**src/rtl/cpu_pkg.sv**
```systemverilog
// Shared types and constants for the accumulator CPU controller:
// opcodes, FSM states, decoded instruction classes, ALU selects and
// skip-condition encodings.
package cpu_pkg;

    localparam logic [31:0] CPU_RESET_PC = 32'h0000_0100;

    typedef enum logic [3:0] {
        OP_ADD      = 4'b0000,
        OP_HALT     = 4'b0001,
        OP_LOAD     = 4'b0010,
        OP_STORE    = 4'b0011,
        OP_CLEAR    = 4'b0100,
        OP_SKIPCOND = 4'b0101,
        OP_JUMP     = 4'b0110,
        OP_SUB      = 4'b0111,
        OP_AND      = 4'b1000,
        OP_OR       = 4'b1001,
        OP_NOT      = 4'b1010
    } opcode_e;

    typedef enum logic [3:0] {
        ST_IDLE  = 4'd0,
        ST_FETCH = 4'd1,
        ST_LDIR  = 4'd2,
        ST_DEC   = 4'd3,
        ST_OPA   = 4'd4,
        ST_OPD   = 4'd5,
        ST_EXE   = 4'd6,
        ST_WB    = 4'd7,
        ST_ST    = 4'd8,
        ST_HALT  = 4'd9
    } state_e;

    // Instruction classes as seen by the sequencer; CLS_NOP covers illegal words.
    typedef enum logic [3:0] {
        CLS_NOP   = 4'd0,
        CLS_ALU   = 4'd1,
        CLS_LOAD  = 4'd2,
        CLS_STORE = 4'd3,
        CLS_CLEAR = 4'd4,
        CLS_NOT   = 4'd5,
        CLS_JUMP  = 4'd6,
        CLS_SKIP  = 4'd7,
        CLS_HALT  = 4'd8
    } op_class_e;

    localparam logic [2:0] ALU_AND = 3'b000;
    localparam logic [2:0] ALU_ADD = 3'b001;
    localparam logic [2:0] ALU_SUB = 3'b010;
    localparam logic [2:0] ALU_OR  = 3'b100;

    localparam logic [1:0] SKIP_NEG   = 2'b00;
    localparam logic [1:0] SKIP_ZERO  = 2'b01;
    localparam logic [1:0] SKIP_POS   = 2'b10;
    localparam logic [1:0] SKIP_NEVER = 2'b11;

    // Evaluate a SKIPCOND selector against the accumulator (signed compare).
    function automatic logic skip_taken(input logic [31:0] acc, input logic [1:0] sel);
        logic hit;
        case (sel)
            SKIP_NEG:   hit = acc[31];
            SKIP_ZERO:  hit = (acc == 32'd0);
            SKIP_POS:   hit = (!acc[31]) && (acc != 32'd0);
            SKIP_NEVER: hit = 1'b0;
            default:    hit = 1'b0;
        endcase
        return hit;
    endfunction

endpackage

```
**src/rtl/cpu_decoder.sv**
```systemverilog
// Combinational instruction decoder: maps the immediate flag and opcode
// field to an instruction class, ALU select and illegal indication.
module cpu_decoder
    import cpu_pkg::*;
(
    input  logic [4:0] ir_op,      // IR[31:27]: immediate flag + opcode
    output op_class_e  op_class,
    output logic       is_imm,
    output logic [2:0] alu_sel,
    output logic       illegal
);

    op_class_e cls_s;
    logic      imm_ok_s;

    // Classify the opcode and reject immediate forms of non-ALU opcodes.
    always_comb begin
        cls_s    = CLS_NOP;
        imm_ok_s = 1'b0;
        alu_sel  = ALU_ADD;
        is_imm   = ir_op[4];
        case (ir_op[3:0])
            OP_ADD:      begin cls_s = CLS_ALU; alu_sel = ALU_ADD; imm_ok_s = 1'b1; end
            OP_SUB:      begin cls_s = CLS_ALU; alu_sel = ALU_SUB; imm_ok_s = 1'b1; end
            OP_AND:      begin cls_s = CLS_ALU; alu_sel = ALU_AND; imm_ok_s = 1'b1; end
            OP_OR:       begin cls_s = CLS_ALU; alu_sel = ALU_OR;  imm_ok_s = 1'b1; end
            OP_HALT:     cls_s = CLS_HALT;
            OP_LOAD:     cls_s = CLS_LOAD;
            OP_STORE:    cls_s = CLS_STORE;
            OP_CLEAR:    cls_s = CLS_CLEAR;
            OP_SKIPCOND: cls_s = CLS_SKIP;
            OP_JUMP:     cls_s = CLS_JUMP;
            OP_NOT:      cls_s = CLS_NOT;
            default:     cls_s = CLS_NOP;
        endcase
        if ((cls_s == CLS_NOP) || (ir_op[4] && !imm_ok_s)) begin
            illegal  = 1'b1;
            op_class = CLS_NOP;
        end else begin
            illegal  = 1'b0;
            op_class = cls_s;
        end
    end

endmodule

```
**src/rtl/cpu_ctrl_fsm.sv**
```systemverilog
// Fetch/decode/execute controller for the 32-bit accumulator CPU. Owns
// PC/IR/MBR/AC and sequences the synchronous RAM and external ALU. All
// outputs are registered; memory controls are computed from the next
// state so they are valid in the cycle the state is entered.
module cpu_ctrl_fsm
    import cpu_pkg::*;
#(
    parameter int unsigned           ADDR_WIDTH = 28,
    parameter int unsigned           DATA_WIDTH = 32,
    parameter logic [ADDR_WIDTH-1:0] RESET_PC   = ADDR_WIDTH'(CPU_RESET_PC)
) (
    input  logic                  clk,
    input  logic                  rst_n,
    input  logic                  start,
    output logic [ADDR_WIDTH-1:0] mem_addr,
    output logic                  mem_cs,
    output logic                  mem_oe,
    output logic                  mem_we,
    output logic [DATA_WIDTH-1:0] mem_wdata,
    input  logic [DATA_WIDTH-1:0] mem_rdata,
    output logic [DATA_WIDTH-1:0] alu_a,
    output logic [DATA_WIDTH-1:0] alu_b,
    output logic [2:0]            alu_sel,
    input  logic [DATA_WIDTH-1:0] alu_out,
    output logic                  busy,
    output logic                  halted,
    output logic                  illegal,
    output logic [ADDR_WIDTH-1:0] pc,
    output logic [DATA_WIDTH-1:0] ac,
    output logic [DATA_WIDTH-1:0] ir
);

    localparam logic [ADDR_WIDTH-1:0] PC_STEP = {{(ADDR_WIDTH-2){1'b0}}, 2'd2};

    state_e                state_r, state_nxt_s;
    logic [ADDR_WIDTH-1:0] pc_r, pc_nxt_s;
    logic [DATA_WIDTH-1:0] ir_r, ir_nxt_s;
    logic [DATA_WIDTH-1:0] mbr_r, mbr_nxt_s;
    logic [DATA_WIDTH-1:0] ac_r, ac_nxt_s;
    logic [DATA_WIDTH-1:0] alu_a_r, alu_a_nxt_s;
    logic [DATA_WIDTH-1:0] alu_b_r, alu_b_nxt_s;
    logic [2:0]            alu_sel_r, alu_sel_nxt_s;
    logic                  illegal_r, illegal_nxt_s;

    logic [ADDR_WIDTH-1:0] mem_addr_r, mem_addr_nxt_s;
    logic                  mem_cs_r, mem_cs_nxt_s;
    logic                  mem_oe_r, mem_oe_nxt_s;
    logic                  mem_we_r, mem_we_nxt_s;
    logic [DATA_WIDTH-1:0] mem_wdata_r, mem_wdata_nxt_s;
    logic                  busy_r, halted_r;

    op_class_e             dec_class_s;
    logic                  dec_imm_s;
    logic [2:0]            dec_alu_sel_s;
    logic                  dec_illegal_s;
    logic [ADDR_WIDTH-1:0] ir_addr_s;
    logic [DATA_WIDTH-1:0] ir_imm_s;

    assign ir_addr_s = {{(ADDR_WIDTH-12){1'b0}}, ir_r[11:0]};
    assign ir_imm_s  = {{(DATA_WIDTH-12){1'b0}}, ir_r[11:0]};

    cpu_decoder u_decoder (
        .ir_op    (ir_r[31:27]),
        .op_class (dec_class_s),
        .is_imm   (dec_imm_s),
        .alu_sel  (dec_alu_sel_s),
        .illegal  (dec_illegal_s)
    );

    // Next-state and datapath register update logic.
    always_comb begin
        state_nxt_s   = state_r;
        pc_nxt_s      = pc_r;
        ir_nxt_s      = ir_r;
        mbr_nxt_s     = mbr_r;
        ac_nxt_s      = ac_r;
        alu_a_nxt_s   = alu_a_r;
        alu_b_nxt_s   = alu_b_r;
        alu_sel_nxt_s = alu_sel_r;
        illegal_nxt_s = illegal_r;
        case (state_r)
            ST_IDLE, ST_HALT: begin
                if (start) begin
                    state_nxt_s   = ST_FETCH;
                    illegal_nxt_s = 1'b0;
                end else begin
                    state_nxt_s   = state_r;
                end
            end
            ST_FETCH: state_nxt_s = ST_LDIR;
            ST_LDIR: begin
                ir_nxt_s    = mem_rdata;
                pc_nxt_s    = pc_r + PC_STEP;
                state_nxt_s = ST_DEC;
            end
            ST_DEC: begin
                state_nxt_s = ST_FETCH;
                case (dec_class_s)
                    CLS_ALU: begin
                        if (dec_imm_s) begin
                            state_nxt_s = ST_EXE;
                        end else begin
                            state_nxt_s = ST_OPA;
                        end
                    end
                    CLS_LOAD:  state_nxt_s = ST_OPA;
                    CLS_STORE: state_nxt_s = ST_ST;
                    CLS_CLEAR: ac_nxt_s    = {DATA_WIDTH{1'b0}};
                    CLS_NOT:   ac_nxt_s    = ~ac_r;
                    CLS_JUMP:  pc_nxt_s    = ir_addr_s;
                    CLS_SKIP: begin
                        if (skip_taken(ac_r, ir_r[11:10])) begin
                            pc_nxt_s = pc_r + PC_STEP;
                        end else begin
                            pc_nxt_s = pc_r;
                        end
                    end
                    CLS_HALT:  state_nxt_s = ST_HALT;
                    default:   illegal_nxt_s = illegal_r | dec_illegal_s;
                endcase
            end
            ST_OPA: state_nxt_s = ST_OPD;
            ST_OPD: begin
                mbr_nxt_s   = mem_rdata;
                state_nxt_s = (dec_class_s == CLS_LOAD) ? ST_WB : ST_EXE;
            end
            ST_EXE: begin
                alu_a_nxt_s   = ac_r;
                alu_b_nxt_s   = dec_imm_s ? ir_imm_s : mbr_r;
                alu_sel_nxt_s = dec_alu_sel_s;
                state_nxt_s   = ST_WB;
            end
            ST_WB: begin
                ac_nxt_s    = (dec_class_s == CLS_LOAD) ? mbr_r : alu_out;
                state_nxt_s = ST_FETCH;
            end
            ST_ST:   state_nxt_s = ST_FETCH;
            default: state_nxt_s = ST_IDLE;
        endcase
    end

    // Memory interface controls for the state about to be entered.
    always_comb begin
        mem_addr_nxt_s  = {ADDR_WIDTH{1'b0}};
        mem_cs_nxt_s    = 1'b0;
        mem_oe_nxt_s    = 1'b0;
        mem_we_nxt_s    = 1'b0;
        mem_wdata_nxt_s = {DATA_WIDTH{1'b0}};
        case (state_nxt_s)
            ST_FETCH: begin
                mem_addr_nxt_s = pc_nxt_s;
                mem_cs_nxt_s   = 1'b1;
                mem_oe_nxt_s   = 1'b1;
            end
            ST_OPA: begin
                mem_addr_nxt_s = ir_addr_s;
                mem_cs_nxt_s   = 1'b1;
                mem_oe_nxt_s   = 1'b1;
            end
            ST_ST: begin
                mem_addr_nxt_s  = ir_addr_s;
                mem_cs_nxt_s    = 1'b1;
                mem_we_nxt_s    = 1'b1;
                mem_wdata_nxt_s = ac_nxt_s;
            end
            default: mem_cs_nxt_s = 1'b0;
        endcase
    end

    // State, datapath and output registers with asynchronous reset.
    always_ff @(posedge clk or negedge rst_n) begin
        if (!rst_n) begin
            state_r     <= ST_IDLE;
            pc_r        <= RESET_PC;
            ir_r        <= {DATA_WIDTH{1'b0}};
            mbr_r       <= {DATA_WIDTH{1'b0}};
            ac_r        <= {DATA_WIDTH{1'b0}};
            alu_a_r     <= {DATA_WIDTH{1'b0}};
            alu_b_r     <= {DATA_WIDTH{1'b0}};
            alu_sel_r   <= 3'b000;
            illegal_r   <= 1'b0;
            mem_addr_r  <= {ADDR_WIDTH{1'b0}};
            mem_cs_r    <= 1'b0;
            mem_oe_r    <= 1'b0;
            mem_we_r    <= 1'b0;
            mem_wdata_r <= {DATA_WIDTH{1'b0}};
            busy_r      <= 1'b0;
            halted_r    <= 1'b0;
        end else begin
            state_r     <= state_nxt_s;
            pc_r        <= pc_nxt_s;
            ir_r        <= ir_nxt_s;
            mbr_r       <= mbr_nxt_s;
            ac_r        <= ac_nxt_s;
            alu_a_r     <= alu_a_nxt_s;
            alu_b_r     <= alu_b_nxt_s;
            alu_sel_r   <= alu_sel_nxt_s;
            illegal_r   <= illegal_nxt_s;
            mem_addr_r  <= mem_addr_nxt_s;
            mem_cs_r    <= mem_cs_nxt_s;
            mem_oe_r    <= mem_oe_nxt_s;
            mem_we_r    <= mem_we_nxt_s;
            mem_wdata_r <= mem_wdata_nxt_s;
            busy_r      <= (state_nxt_s != ST_IDLE) && (state_nxt_s != ST_HALT);
            halted_r    <= (state_nxt_s == ST_HALT);
        end
    end

    assign mem_addr  = mem_addr_r;
    assign mem_cs    = mem_cs_r;
    assign mem_oe    = mem_oe_r;
    assign mem_we    = mem_we_r;
    assign mem_wdata = mem_wdata_r;
    assign alu_a     = alu_a_r;
    assign alu_b     = alu_b_r;
    assign alu_sel   = alu_sel_r;
    assign busy      = busy_r;
    assign halted    = halted_r;
    assign illegal   = illegal_r;
    assign pc        = pc_r;
    assign ac        = ac_r;
    assign ir        = ir_r;

endmodule

```
**config.mk**
```make
export PLATFORM = sky130hd
export DESIGN_NAME = cpu_ctrl_fsm
export DESIGN_NICKNAME = d
export VERILOG_FILES = /design/src/rtl/cpu_pkg.sv /design/src/rtl/cpu_decoder.sv /design/src/rtl/cpu_ctrl_fsm.sv
export SDC_FILE = /design/constraint.sdc
export NUM_CORES = 1
export LEC_CHECK = 0
export CAP_MARGIN = 20
export CORE_MARGIN = 2
export CORE_UTILIZATION = 54
export DETAILED_ROUTE_END_ITERATION = 10
export PLACE_DENSITY = 0.85
export SYNTH_ARGS = -nofsm -noshare
export SYNTH_HDL_FRONTEND = slang
export SYNTH_HIERARCHICAL = 1
export SYNTH_SLANG_ARGS = --single-unit
```
**constraint.sdc**
```tcl
create_clock -name clk -period 5.1 [get_ports clk]
set_input_delay 1.02 -clock clk [delete_from_list [all_inputs] [get_ports clk]]
set_output_delay 1.02 -clock clk [all_outputs]
set_load 0.03 [all_outputs]
```
==> results.toml <==
[synth]
synth_seq_cells = 261
synth_edf_count = 0
synth.lib_cells_used.distinct = 85
synth-main-ff-cell = "dfrtp_1"
postSynth.asyncResetShare_pct = 100.0
synth_top_cell_area_share_pct = 52.34
synth.yosys.seq_area_share_pct = 52.55
synthesis.yosys.warnings = 6
instance_count_of_the_mapped_netlist = 1206
synthesis.area_um2 = 12430
cells_taking_the_most_area_after_synthesis = "dfrtp_1 (52%), nand2_1 (7.4%), mux2_2 (6.2%)"
synthesized_netlist_net_count = 1274
synthDominantAreaCellType = "dfrtp_1"
syn-mean-instance-area_um2 = 10.31

[detailed_routing]
remaining_antenna_violation_count_after_routing = 0
drc = 0
detail_route.wl_per_cell_um = 23.03
drt_first_pass_iters = 8
wirelength_mm = 40.36
route.detailed.vias_per_inst = 6.284
num_vias = 11020
drtIter0Drc = 1084

[timing]
grt_setup_unrepaired = "false"
max_slew.worst_pin.slew_ps = 1117
hold_violations = 0
skew_ps = 10.61
finalCritPeriodShare_pct = 82.03
setup-violations-final = 0
slew_margin_rel_pct = 25.14
clock.fmax_ghz = 0.2390
totalNegativeSetupSlack_ps = 0
slew_viol_final = 0
period_needed_ps = 4184

[placement]
io_buffers = 291
placed_cells_incl_taps = 1702
gp_congestion = 0.9603
place.detailed.hpwl_mm = 27.58
place_area_um2 = 15430

[floorplan]
die_area_um2 = 24250
core_um2 = 22640
chipHeight_um = 155.7
io_pins = 292
initial_utilization_pct = 54.90
die_width_um = 155.7
std_cell_rows = 55

[clock_network]
clk_root_buffer_cell = "clkbuf_16"
insertion_delay_ps = 540
cts_resized = 0
cts_setup_buffers = 0
tritoncts_buffer_count = 27
tritoncts = "done"
cts.path.max_buffers = 3
ctsHtreeMaxLevel = 1
clk_transition_reported_paths_ps = 60
clock-sinks = 261
ctsHoldBuffers = 0

[grt]
grt_first_pass_wirelength_mm = 62.44
grt_antenna_before_repair = 3
first_global_vias = 10850
largest_net_degree_at_the_start_of_global_routing = 125
grt_usage_pct = 33.09
global_route.overflow_total = 0

[setup_path]
worst-setup-path-type = "reg -> reg"
wp_data_required_ps = 5530
worstPathMaxFanout = 33
timing.reg2reg.setup_slack_ps = 920
end_kind = "flop"
worstReg2RegEnd = "mem_addr[21]"
cp-start-kind = "flop"
worst_r2r_path_depth = 9
signal_arrival_time_at_the_worst_endpoint_ps = 4610
r2r-start = "ir[27]"

[cells_and_area]
top_library_cells_by_usage_in_the_layout_fill_and_taps_aside = "clkdlybuf4s50_1 (290), dfrtp_1 (260), nand2_1 (244)"
mostFrequentLayoutCell = "clkdlybuf4s50_1"
fraction_of_layout_cells_with_a_size_suffix_above_1_pct = 11.26
final_nets = 1515
syn_to_final_growth_pct = 31.27
finish.instance_area_um2 = 16320
post_layout_nonfiller_instances = 1753

[job]
maxCapViolations = 0

[power_and_ir_drop]
power.leakage_nw = 7.301
share_seq_of_total_power_pct = 33.2
pwr-share-clk_pct = 17.5
share_of_total_power_consumed_by_net_switching_pct = 45.40
pwr-share-comb_pct = 49.4
internal_power_w = 0.006045
powerDensity_nw_per_um2 = 678.4
p_switching_w = 0.005026
max-vdd-ir-drop_mv = 0.4950

[min_path]
min_path_type = "reg -> reg"
holdCritStartpoint = "alu_b[19]"
min_to = "alu_b[19]"
worst_hold_path.num_cells = 2

[status]
outcome = "completed"
[cell families (layout without fill, tap and decap cells)]
| kind of cell | Yosys count | count (layout) | synth area share, % |
|---|---|---|---|
| flops | 261 | 261 | 52.55 |
| fa+ha+maj | 2 | 2 | 0.1912 |
| other cells | 0 | 2 | 0 |
| compound gates | 218 | 218 | 12.78 |
| buf+inv | 110 | 370 | 3.764 |
| mux | 136 | 136 | 11.64 |
| xor+xnor | 5 | 5 | 0.3523 |
| simple gates | 474 | 474 | 18.72 |
[cells in the mapped netlist, types with 23 or more instances]
cell / number
nand3_1: 30
and2_1: 35
a21oi_1: 39
mux2_2: 68
nand2_1: 244
o21ai_0: 41
clkbuf_1: 56
nor2_1: 39
mux2i_1: 68
dfrtp_1: 260
nand3b_1: 23
o221ai_1: 35
[worst max-delay path by stage]
stage	slack (ps)	endpoint	startpoint
after floorplan	1960	mem_addr[6]	ir[28]
after global placement	1160	mem_addr[1]	ir[27]
after detailed placement	1000	mem_addr[21]	ir[27]
after CTS	970	mem_addr[21]	ir[27]
after global routing	680	mem_addr[4]	ir[27]
final	920	mem_addr[21]	ir[27]
[registers in the layout, indices dropped and copies added, names as in the netlist, 3 cells and up]
register,cells
mem_addr,28
mbr_r,32
pc,28
ir,32
state_r,4
alu_b,32
mem_wdata,32
ac,32
alu_a,32
alu_sel,3
[worst max-delay path: stages, from the launching register on]
cell and delay (ps):
dfrtp_1 530, nand2_1 120, xor2_1 150, nor3_1 670, or4b_2 640, buf_4 330, a32oi_2 290, o21ai_2 120
or3_1 780, o31ai_1 400
[stage by stage]
step	util [%]	hold slack [ps]	power, W	setup WS [ps]
floorplan	-	492.9	0.006909	1965
global placement	68.15	449.9	0.008861	1159
detailed placement	68.15	455.7	0.009027	1002
CTS	71.96	467.3	0.01099	972.2
global route	72.06	482.3	0.01156	679.7
finish	72.08	464.2	0.01107	916.3
[area by class of cell]
class / instances / area [um^2]
clock inverter: 9 / 82.58
timing repair buffer: 304 / 3040
tap: 285 / 356.6
multi-input combinational: 835 / 5453
antenna: 2 / 5.005
sequential: 261 / 6533
inverter: 18 / 67.56
fill: 1531 / 6322
clock buffer: 39 / 780.7
[power by group through the flow]
stage | logic, W | registers [W] | clock network, W
after floorplan | 0.00257 | 0.00433 | 0
after global placement | 0.00524 | 0.00362 | 0
after detailed placement | 0.00537 | 0.00366 | 0
after CTS | 0.00541 | 0.00363 | 0.00194
after global routing | 0.00578 | 0.00374 | 0.00204
final | 0.00547 | 0.00367 | 0.00193
[metal layers]
layer | GRT usage (%) | part of all wire [%] | up-vias | wire length (um)
li1 | - | - | 4800 | -
met1 | 42.52 | 38 | 5468 | 15150
met2 | 53.60 | 48 | 626 | 19210
met3 | 9.278 | 10 | 122 | 4223
met4 | 12.84 | 4.4 | 0 | 1777
met5 | 0 | 0 | - | 0
(Power assumes the default switching activity.)
